===== config.mk =====
export PLATFORM = sky130hd
export DESIGN_NAME = fetch_ctrl
export DESIGN_NICKNAME = d
export VERILOG_FILES = /design/src/rtl/fetch_pkg.sv /design/src/rtl/fetch_fifo.sv /design/src/rtl/fetch_ctrl.sv
export SDC_FILE = /design/constraint.sdc
export NUM_CORES = 1
export LEC_CHECK = 0
export ABC_AREA = 1
export CORE_ASPECT_RATIO = 1.4
export CORE_MARGIN = 2
export CORE_UTILIZATION = 35
export DETAILED_ROUTE_END_ITERATION = 8
export PLACE_DENSITY = 0.66
export SYNTH_ARGS = -nofsm -noshare
export SYNTH_HDL_FRONTEND = slang
export SYNTH_SLANG_ARGS = --single-unit

===== constraint.sdc =====
create_clock -name clk -period 17.3 [get_ports clk]
set_input_delay 3.46 -clock clk [delete_from_list [all_inputs] [get_ports clk]]
set_output_delay 3.46 -clock clk [all_outputs]
set_load 0.1 [all_outputs]

===== src/rtl/fetch_pkg.sv =====
// fetch_pkg: shared widths and the instruction-queue entry type for the fetch stage.
package fetch_pkg;
  localparam int IMEM_AW = 6;
  localparam int INST_W = 32;
  localparam int PC_MAX_W = 64;
  typedef struct packed {
    logic [PC_MAX_W-1:0] pc;
    logic [INST_W-1:0]   inst;
  } entry_t;
endpackage


===== src/rtl/fetch_fifo.sv =====
// fetch_fifo: DEPTH-entry instruction queue with push/pop/flush and a zeroed head when empty.
module fetch_fifo
  import fetch_pkg::*;
#(
  parameter int DEPTH = 2
) (
  input  logic                   clk,
  input  logic                   reset,
  input  logic                   i_push,
  input  logic                   i_pop,
  input  logic                   i_flush,
  input  entry_t                 i_data,
  output entry_t                 o_head,
  output logic [$clog2(DEPTH):0] o_count
);
  localparam int AW = $clog2(DEPTH);
  entry_t r_mem [DEPTH];
  logic [AW-1:0] r_wr, r_rd;
  logic [AW:0] r_count;
  logic w_pop, w_push;
  assign w_pop = i_pop && !i_flush && r_count != '0;
  // A full queue only accepts a push when the head leaves in the same cycle.
  assign w_push = i_push && !i_flush && (r_count != (AW+1)'(DEPTH) || w_pop);
  assign o_head = r_count != '0 ? r_mem[r_rd] : '0;
  assign o_count = r_count;
  always_ff @(posedge clk) begin
    if (reset || i_flush) begin
      r_wr <= '0;
      r_rd <= '0;
      r_count <= '0;
    end else begin
      r_wr <= w_push ? r_wr + AW'(1) : r_wr;
      r_rd <= w_pop ? r_rd + AW'(1) : r_rd;
      r_count <= r_count + (AW+1)'(w_push) - (AW+1)'(w_pop);
    end
  end
  always_ff @(posedge clk)
    if (w_push) r_mem[r_wr] <= i_data;
endmodule


===== src/rtl/fetch_ctrl.sv =====
// fetch_ctrl: sequential instruction fetch from a combinational imem into a small queue,
// with branch redirect flushing the queue.
module fetch_ctrl
  import fetch_pkg::*;
#(
  parameter int N = 64,
  parameter int DEPTH = 2
) (
  input  logic               clk,
  input  logic               reset,
  output logic [IMEM_AW-1:0] imem_addr,
  input  logic [INST_W-1:0]  imem_q,
  input  logic               br_taken,
  input  logic [N-1:0]       br_target,
  output logic               inst_valid,
  output logic [INST_W-1:0]  inst,
  output logic [N-1:0]       inst_pc,
  input  logic               inst_ready
);
  localparam int CW = $clog2(DEPTH) + 1;
  logic [N-1:0] r_pc;
  logic [CW-1:0] w_count;
  entry_t w_head, w_wdata;
  logic w_pop, w_push;
  assign imem_addr = r_pc[7:2];
  assign inst_valid = w_count != '0;
  assign w_pop = inst_valid && inst_ready;
  assign w_push = !br_taken && (w_count != CW'(DEPTH) || w_pop);
  assign w_wdata = '{pc: PC_MAX_W'(r_pc), inst: imem_q};
  assign inst = w_head.inst;
  assign inst_pc = w_head.pc[N-1:0];
  always_ff @(posedge clk) begin
    if (reset) r_pc <= '0;
    else if (br_taken) r_pc <= br_target & ~N'(3);
    else if (w_push) r_pc <= r_pc + N'(4);
  end
  fetch_fifo #(.DEPTH(DEPTH)) u_fifo (
    .clk     (clk),
    .reset   (reset),
    .i_push  (w_push),
    .i_pop   (w_pop),
    .i_flush (br_taken),
    .i_data  (w_wdata),
    .o_head  (w_head),
    .o_count (w_count)
  );
endmodule


==> results of run 1 <==
==> power by group <==
| group | leakage (nW) | total (mW) | internal, mW | switching, mW |
|---|---|---|---|---|
| Sequential | 2.35 | 0.715 | 0.691 | 0.0236 |
| Clock | 0.379 | 0.523 | 0.298 | 0.225 |
| Combinational | 2.58 | 0.220 | 0.0607 | 0.160 |
==> kinds of logic (layout without fill, tap and decap cells) <==
kind of cell               Yosys count  after routing  share of synthesized area, %
AOI/OAI and AO/OA                  247            247                          11.2
other                                1              2                        0.0314
and+or+nand+nor                    694            694                          23.6
DFF                                255            255                          58.5
buffers and inverters              178            362                          5.96
adders and majority gates            2              2                         0.210
xor gates and xnor gates             6              6                         0.440
==> synthesized netlist by cell type (all sizes together) <==
library cell	number	area, um2
a211oi	1	7.51
a21oi	136	681
a22oi	3	22.5
a311oi	1	8.76
a31oi	25	156
a32oi	5	43.8
and2	1	6.26
buf	26	133
clkbuf	41	154
clkinv	1	3.75
conb	1	3.75
dfxtp	67	1340
dlymetal6s2s	1	12.5
edfxtp	188	5650
ha	2	25.0
inv	109	409
nand2	474	1800
nand3	54	270
nand3b	1	7.51
nand4	14	87.6
nor2	147	628
nor3	1	5.00
o211ai	3	22.5
o21a	2	15.0
o21ai	60	300
o21bai	9	67.6
o311ai	1	8.76
o31ai	1	7.51
or3	2	12.5
xnor2	1	8.76
xor2	5	43.8
==> worst max-delay path: cells and delay by family (launching register included) <==
| kind | cells | cell delay, ps |
|---|---|---|
| DFF | 1 | 490 |
| and+or+nand+nor | 1 | 160 |
| AOI/OAI and AO/OA | 1 | 260 |
| buffers and inverters | 3 | 2400 |
==> layout make-up <==
type / instances / area, um2 / share of cell area, %
inverters: 110 / 413 / 2.74
repair buffers: 209 / 2050 / 13.6
clock buffers: 31 / 658 / 4.37
clock inverters: 12 / 109 / 0.723
flip-flops and latches: 255 / 6990 / 46.4
multi-input cells: 951 / 4280 / 28.4
well taps: 451 / 564 / 3.75
==> registers in the layout, indices dropped and copies added, names as in the netlist, named ones only <==
signal / cells
r_pc: 62
u_fifo.o_count: 2
u_fifo.r_mem: 188
u_fifo.r_rd: 1
u_fifo.r_wr: 1
==> worst min path at each step <==
stage | from | endpoint | slack (ps) | cells after the start
4_1_cts | u_fifo.r_rd | flip-flop | 470 | 2
6_report | u_fifo.r_rd | flip-flop | 470 | 2
3_3_place_gp | u_fifo.r_rd | flip-flop | 450 | 2
5_1_grt | u_fifo.r_rd | u_fifo.r_rd | 500 | 2
2_1_floorplan | u_fifo.r_rd | flip-flop | 450 | 2
3_5_place_dp | u_fifo.r_rd | flip-flop | 460 | 2
==> metal layers <==
| layer | vias to the layer above | routed length, um | track usage [%] |
|---|---|---|---|
| met1 | 4707 | 14400 | 24.2 |
| met5 | - | 0 | 0 |
| met3 | 69 | 1920 | 2.33 |
| met4 | 0 | 1410 | 8.34 |
| met2 | 332 | 18700 | 36.5 |
| li1 | 4933 | - | - |
==> metrics.txt, run 1 <==
status=finished clean; Total Power=around 1.5 mW; Worst R2R End=r_pc[18]; Post-Syn Area=0.0119 mm2; DRC violations left=0; Sinks on Clock Net=~260; first-pass GRT wire length=55.8 mm; Reg-to-Reg Start=u_fifo.o_count[1]; fin nets=between 1500 and 2000; DR iter-0 viols=about 800; Critical Path Max Stage Delay=1180 ps; final hold viol count=0; number of max-cap violations=0; port bufs=198; Peak VDD IR=just under 0.07 mV; unrepaired setup endpoints after global routing=no; CTS Hold Buffers Added=0; Hold Path Class=flip-flop to flip-flop; commonest non-fill, non-tap cell in the layout=nand2_1; synth unique cells=40; Worst setup endpoint=inst_pc[56]; Finished Layout Cells=2019; Inserted Diodes=0; Starting Density=35.3%; worst r2r path cells=5; CTS Root Cell=clkbuf_16; PostCTS Resize Cnt=0; CP Launch Type=flip-flop; chip width=160 um; flop2flop setup slack=14020 ps; cells along the critical path=inv_2, buf_4, nand2_1, a21oi_1, clkdlybuf4s50_1; WL per Instance=18.0 um; Pre-antenna DRT Iters=5; vias in the first global route=a little under 10000; synthesized area per cell=8.64 um2; layout cells sized above 1=4.97%; Layout fillers=3352; final worst setup slack=a little under 10000 ps; setup violators final=0; minimum clock period=7360 ps; commonest non-fill, non-tap cells in the layout=466 x nand2_1, 196 x clkdlybuf4s50_1, 188 x edfxtp_1, 136 x a21oi_1, 129 x nor2_1; total track usage=20.2%; worst rel slew slack=31.2%; CTS tree=yes; Leakage Power=5.32 nW; placed cell area=0.0143 mm2; period utilization=42.5%; worst slack at placement=10460 ps; WL final=36.4 mm; WP data arrival=3900 ps; clk_skew=about 18 ps; Post-CTS Setup Bufs=0; placer congestion estimate=0.970; CP Capture Type=primary output; Ys Warns=0; setup TNS=0 ps; core area=0.0338 mm2; fmax=136 MHz; total CTS buffers=25; Die Y=223 um; max-slew violations=0; Crit Path Category=flip-flop to primary output; CP Data Required Time=13840 ps; CTS clock-pin slew for the worst setup and hold paths=roughly 60 ps; Max FO, Critical Path=62; Pwr per Cell Area=slightly below 100 mW/mm2; Post-Synthesis Cells=about 1400; Via-to-Cell Ratio=4.97; Final Util=44.5%; Yosys reg bits=255; Post-Layout Inst Area=0.0151 mm2; pin count of the biggest net entering global routing=between 70 and 80; Hold WS=470 ps; vias post-DR=10041; initial antenna violation count=0; die area=0.0356 mm2; CTS H-tree lvls=1; Slowest-stage cell, CP=clkdlybuf4s50_1; FP Rows=80; worst-skew pair later-pin latency=540 ps; grt total ovfl=0; IO Count=between 200 and 250; Seq/Total Area, Yosys=58.5%; number of instances in the placed design=1976; Clock Tree Buf Depth=3; synth-to-layout area growth=26.1%; DPL Wire Length=roughly 25 mm; Final ANT Viol Nets=0; Worst-Margin Slew=a little over 1000 ps
Power figures use the tool's default switching activity.
==> inputs of run 2 (changes only) <==
Clock period 17.3 ns to 7.57 ns, I/O delays scaled along.
==> metrics.txt, run 2 (synthesis results as in run 1) <==
Post-CTS Setup Bufs=0 (unchanged); CTS Hold Buffers Added=0 (unchanged); WL per Instance=18.5 um (+2.8%); number of max-cap violations=0 (unchanged); Clock Tree Buf Depth=3 (unchanged); cells along the critical path=inv_2, buf_4, nand2_1, a21oi_1, clkdlybuf4s50_1; setup violators final=0 (unchanged); commonest non-fill, non-tap cells in the layout=466 x nand2_1, 196 x clkdlybuf4s50_1, 188 x edfxtp_1, 136 x a21oi_1, 129 x nor2_1; Pre-antenna DRT Iters=6 (+1); Slowest-stage cell, CP=clkdlybuf4s50_1; CTS H-tree lvls=1 (unchanged); chip width=160 um (unchanged); Pwr per Cell Area=230 mW/mm2 (+140%); CP Capture Type=primary output; Crit Path Category=flip-flop to primary output; PostCTS Resize Cnt=0 (unchanged); initial antenna violation count=0 (unchanged); most flop-heavy register=u_fifo.r_mem; synth-to-layout area growth=27.9%; Hold Path Class=flip-flop to flip-flop; Critical Path Max Stage Delay=1200 ps (+20 ps); FP Rows=80 (unchanged); CTS Root Cell=clkbuf_16; port bufs=198 (unchanged); unrepaired setup endpoints after global routing=no; period utilization=67.8%; DPL Wire Length=26.6 mm (+4.2%); CTS clock-pin slew for the worst setup and hold paths=60 ps (about the same); fin nets=1659 (+0.30%); Final ANT Viol Nets=0 (unchanged); Max FO, Critical Path=40 (-35%); CP Data Required Time=6060 ps (-7780 ps); Via-to-Cell Ratio=4.99 (+0.36%); WL final=37.6 mm (+3.3%); clk_skew=13.2 ps (-4.86 ps); DR iter-0 viols=823 (+2.6%); total CTS buffers=26 (+4.0%); final hold viol count=0 (unchanged); worst-skew pair later-pin latency=550 ps (about the same); Hold WS=473 ps (+3.09 ps); commonest non-fill, non-tap cell in the layout=nand2_1; Worst-Margin Slew=1030 ps (+4.42 ps); WP data arrival=3620 ps (-280 ps); fmax=195 MHz; vias in the first global route=9713 (-0.35%); setup TNS=0 ps (unchanged); first-pass GRT wire length=56.3 mm (+0.89%); IO Count=203 (unchanged); DRC violations left=0 (unchanged); layout cells sized above 1=5.77% (+0.80 points); worst rel slew slack=30.9% (-0.30 points); Largest register FFs=188 (unchanged); core area=0.0338 mm2 (unchanged); total track usage=20.5% (+0.33 points); vias post-DR=10122 (+0.81%); die area=0.0356 mm2 (unchanged); placer congestion estimate=0.942 (-2.8%); status=finished clean; Starting Density=35.3% (unchanged); Peak VDD IR=0.138 mV (+100%); CTS tree=yes; Sinks on Clock Net=255 (unchanged); Inserted Diodes=0 (unchanged); pin count of the biggest net entering global routing=74 (unchanged); max-slew violations=0 (unchanged); Die Y=223 um (unchanged); CP Launch Type=flip-flop; minimum clock period=5130 ps; grt total ovfl=0 (unchanged); Leakage Power=5.41 nW (+1.8%)
-- run 2: cell types whose count changed in the layout (fill, tap and decap cells not counted), sizes merged --
| cell | previous run | this run |
|---|---|---|
| clkbuf | 31 | 33 |
| buf | 13 | 17 |
| clkinv | 11 | 9 |
| clkinvlp | 0 | 2 |
| bufinv | 2 | 4 |
| inv | 109 | 110 |
-- run 2: per-layer routing --
layer	share of wire, %	GRT usage (%)
met1	39	24.2
met2	52	37.2
met3	5.4	2.58
met4	3.9	8.89
met5	0	0
-- run 2: path summary, 6_finish.rpt --
kind / slack (ps) / startpoint / cells after the start / end
worst max-delay path: 2440 / flip-flop / 5 / inst_pc[32]
worst min-delay path: 470 / u_fifo.r_rd / 2 / flip-flop
worst max register to register: 4730 / u_fifo.o_count[0] / 6 / u_fifo.r_mem[0][47]
worst min register to register: 470 / u_fifo.r_rd / 2 / flip-flop
-- run 2: per-stage QoR --
step           power, mW  cell area [um2]  util, %  instances  worst slack, ps
2_1_floorplan       2.00            11900        -       1384             1050
3_3_place_gp        2.17            14300     42.4       1980             2930
3_5_place_dp        2.18            14300     42.4       1980             2920
4_1_cts             3.55            15300     45.1       2028             2340
5_1_grt             3.63            15300     45.1       2028             2250
6_report            3.52            15300     45.1       2028             2440
-- run 2: layout make-up --
| class | count | area [um2] |
|---|---|---|
| Multi-Input combinational cell | 951 | 4270 |
| Clock buffer | 33 | 738 |
| Fill cell | 3352 | 18600 |
| Tap cell | 451 | 564 |
| Inverter | 110 | 413 |
| Clock inverter | 15 | 184 |
| Sequential cell | 255 | 6990 |
| Timing Repair Buffer | 213 | 2110 |
-- run 2: worst max-delay path, delay by kind of cell, from the launching register on --
kind / cells / cell delay [ps]
buffers and inverters: 3 / 2210
flip-flops: 1 / 460
AO/OA/AOI/OAI: 1 / 280
AND/OR/NAND/NOR: 1 / 90
-- run 2: power breakdown --
part / internal, mW / leakage [nW] / total (mW) / switching, mW
sequential: 1.58 / 2.35 / 1.63 / 0.0553
clock: 0.827 / 0.450 / 1.38 / 0.549
combinational: 0.141 / 2.61 / 0.510 / 0.369
==> inputs of run 3 (changes only) <==
Settings changed: PLACE_DENSITY 0.66 to 0.68.
Clock period 7.57 ns to 4.3 ns, I/O delays scaled along.
==> metrics.txt, run 3 (synthesis results as in run 1) <==
placed cell area=0.0141 mm2 (-1.6%); worst slack at placement=1060 ps (-1850 ps); cells along the critical path=inv_2, buf_12, nand2_1, a21oi_1, buf_4; setup TNS=0 ps (unchanged); die area=0.0356 mm2 (unchanged); port bufs=198 (unchanged); commonest non-fill, non-tap cell in the layout=nand2_1; Reg-to-Reg Start=u_fifo.o_count[1]; Largest register FFs=188 (unchanged); layout cells sized above 1=11.1% (+5.4 points); Peak VDD IR=0.237 mV (+72%); Die Y=223 um (unchanged); commonest non-fill, non-tap cells in the layout=466 x nand2_1, 188 x edfxtp_1, 136 x a21oi_1, 129 x nor2_1; Critical Path Max Stage Delay=470 ps (-730 ps); WHS Path Cells=2 (unchanged); Slowest-stage cell, CP=dfxtp_4; status=finished clean; Starting Density=35.3% (unchanged); CP Capture Type=primary output; Final Util=44.1% (-1.1 points); period utilization=81.0%; CTS tree=yes; fmax=287 MHz; initial antenna violation count=0 (unchanged); Sinks on Clock Net=255 (unchanged); WL final=36.5 mm (-3.0%); Hold Path Class=flip-flop to flip-flop; fin nets=1657 (-0.12%); CTS Root Cell=clkbuf_16; grt total ovfl=0 (unchanged); DRC violations left=0 (unchanged); CP Data Required Time=3440 ps (-2620 ps); Leakage Power=5.52 nW (+2.1%); pin count of the biggest net entering global routing=95 (+28%); most flop-heavy register=u_fifo.r_mem; chip width=160 um (unchanged); synth-to-layout area growth=24.8%; Layout fillers=3340 (-0.36%); number of max-cap violations=0 (unchanged); Clock Tree Buf Depth=3 (unchanged); Pre-antenna DRT Iters=5 (-1); worst rel slew slack=33.3% (+2.3 points); final hold viol count=0 (unchanged); setup violators final=0 (unchanged); CP Launch Type=flip-flop; sequential cell area=0.00699 mm2 (unchanged); Post-Layout Inst Area=0.0149 mm2 (-2.4%); number of instances in the placed design=1979 (-0.051%); PostCTS Resize Cnt=0 (unchanged); total CTS buffers=25 (-3.8%); total track usage=19.8% (-0.64 points); Total Power=5.91 mW (+68%); Pwr per Cell Area=396 mW/mm2 (+72%); DR iter-0 viols=805 (-2.2%); Inserted Diodes=0 (unchanged); DPL Wire Length=25.3 mm (-4.7%); worst-skew pair later-pin latency=540 ps (about the same); Final ANT Viol Nets=0 (unchanged); area of the multi-input gates=0.00427 mm2 (unchanged); clk_skew=22.1 ps (+8.96 ps); unrepaired setup endpoints after global routing=no; Max FO, Critical Path=70 (+75%); Crit Path Category=flip-flop to primary output; worst r2r path cells=6 (unchanged); vias in the first global route=9814 (+1.0%); max-slew violations=0 (unchanged); WP data arrival=2620 ps (-1000 ps); Hold WS=469 ps (-3.83 ps); placer congestion estimate=0.927 (-1.6%); final worst setup slack=816 ps (-1620 ps); WL per Instance=18.0 um (-2.8%); Finished Layout Cells=2024 (-0.20%); vias post-DR=10063 (-0.58%); CTS clock-pin slew for the worst setup and hold paths=60 ps (about the same); CTS Hold Buffers Added=0 (unchanged); first-pass GRT wire length=55.3 mm (-1.7%); FP Rows=80 (unchanged); Worst-Margin Slew=998 ps (-34.8 ps); CTS H-tree lvls=1 (unchanged); core area=0.0338 mm2 (unchanged); hold_sp=u_fifo.r_rd; Via-to-Cell Ratio=4.97 (-0.39%); IO Count=203 (unchanged); Post-CTS Setup Bufs=0 (unchanged); minimum clock period=3480 ps
[run 3: cell types whose count changed in the layout (fill, tap and decap cells not counted)]
cell             change
buf_12               +1
clkbuf_8             -2
clkinvlp_4           -1
clkbuf_16            -2
clkdlybuf4s50_1     -94
buf_4               +92
clkinv_2             -2
clkbuf_1             +3
bufinv_16            -2
clkinv_1             +3
[run 3: worst paths after layout]
kind                  to  slack, ps
max          inst_pc[23]        820
min            flip-flop        470
max reg2reg     r_pc[14]       1990
min reg2reg    flip-flop        470
[run 3: cell type report]
cell class / count / share of cell area, %
clock buffers: 32 / 4.51
flip-flops and latches: 255 / 46.9
multi-input cells: 951 / 28.6
repair buffers: 212 / 12.6
well taps: 451 / 3.79
clock inverters: 13 / 0.789
inverters: 110 / 2.77
[run 3: metal layers]
metal,share of wire (%),up-vias,GRT usage (%)
met1,40,4718,23.4
li1,-,4950,-
met2,51,316,35.9
met5,0,-,0
met4,4.5,0,8.81
met3,4.8,79,2.58
[run 3: power by group]
group | switching, mW | internal, mW | leakage [nW] | total, mW
clock network | 0.932 | 1.22 | 0.383 | 2.16
logic | 0.641 | 0.233 | 2.79 | 0.874
registers | 0.0993 | 2.78 | 2.35 | 2.88
total | 1.67 | 4.24 | 5.52 | 5.91
[run 3: worst max-delay path, delay by kind of cell, from the launching register on]
family          cells  cell delay (ps)
buf+inv             3             1160
flops               1              470
compound gates      1              280
simple gates        1              100
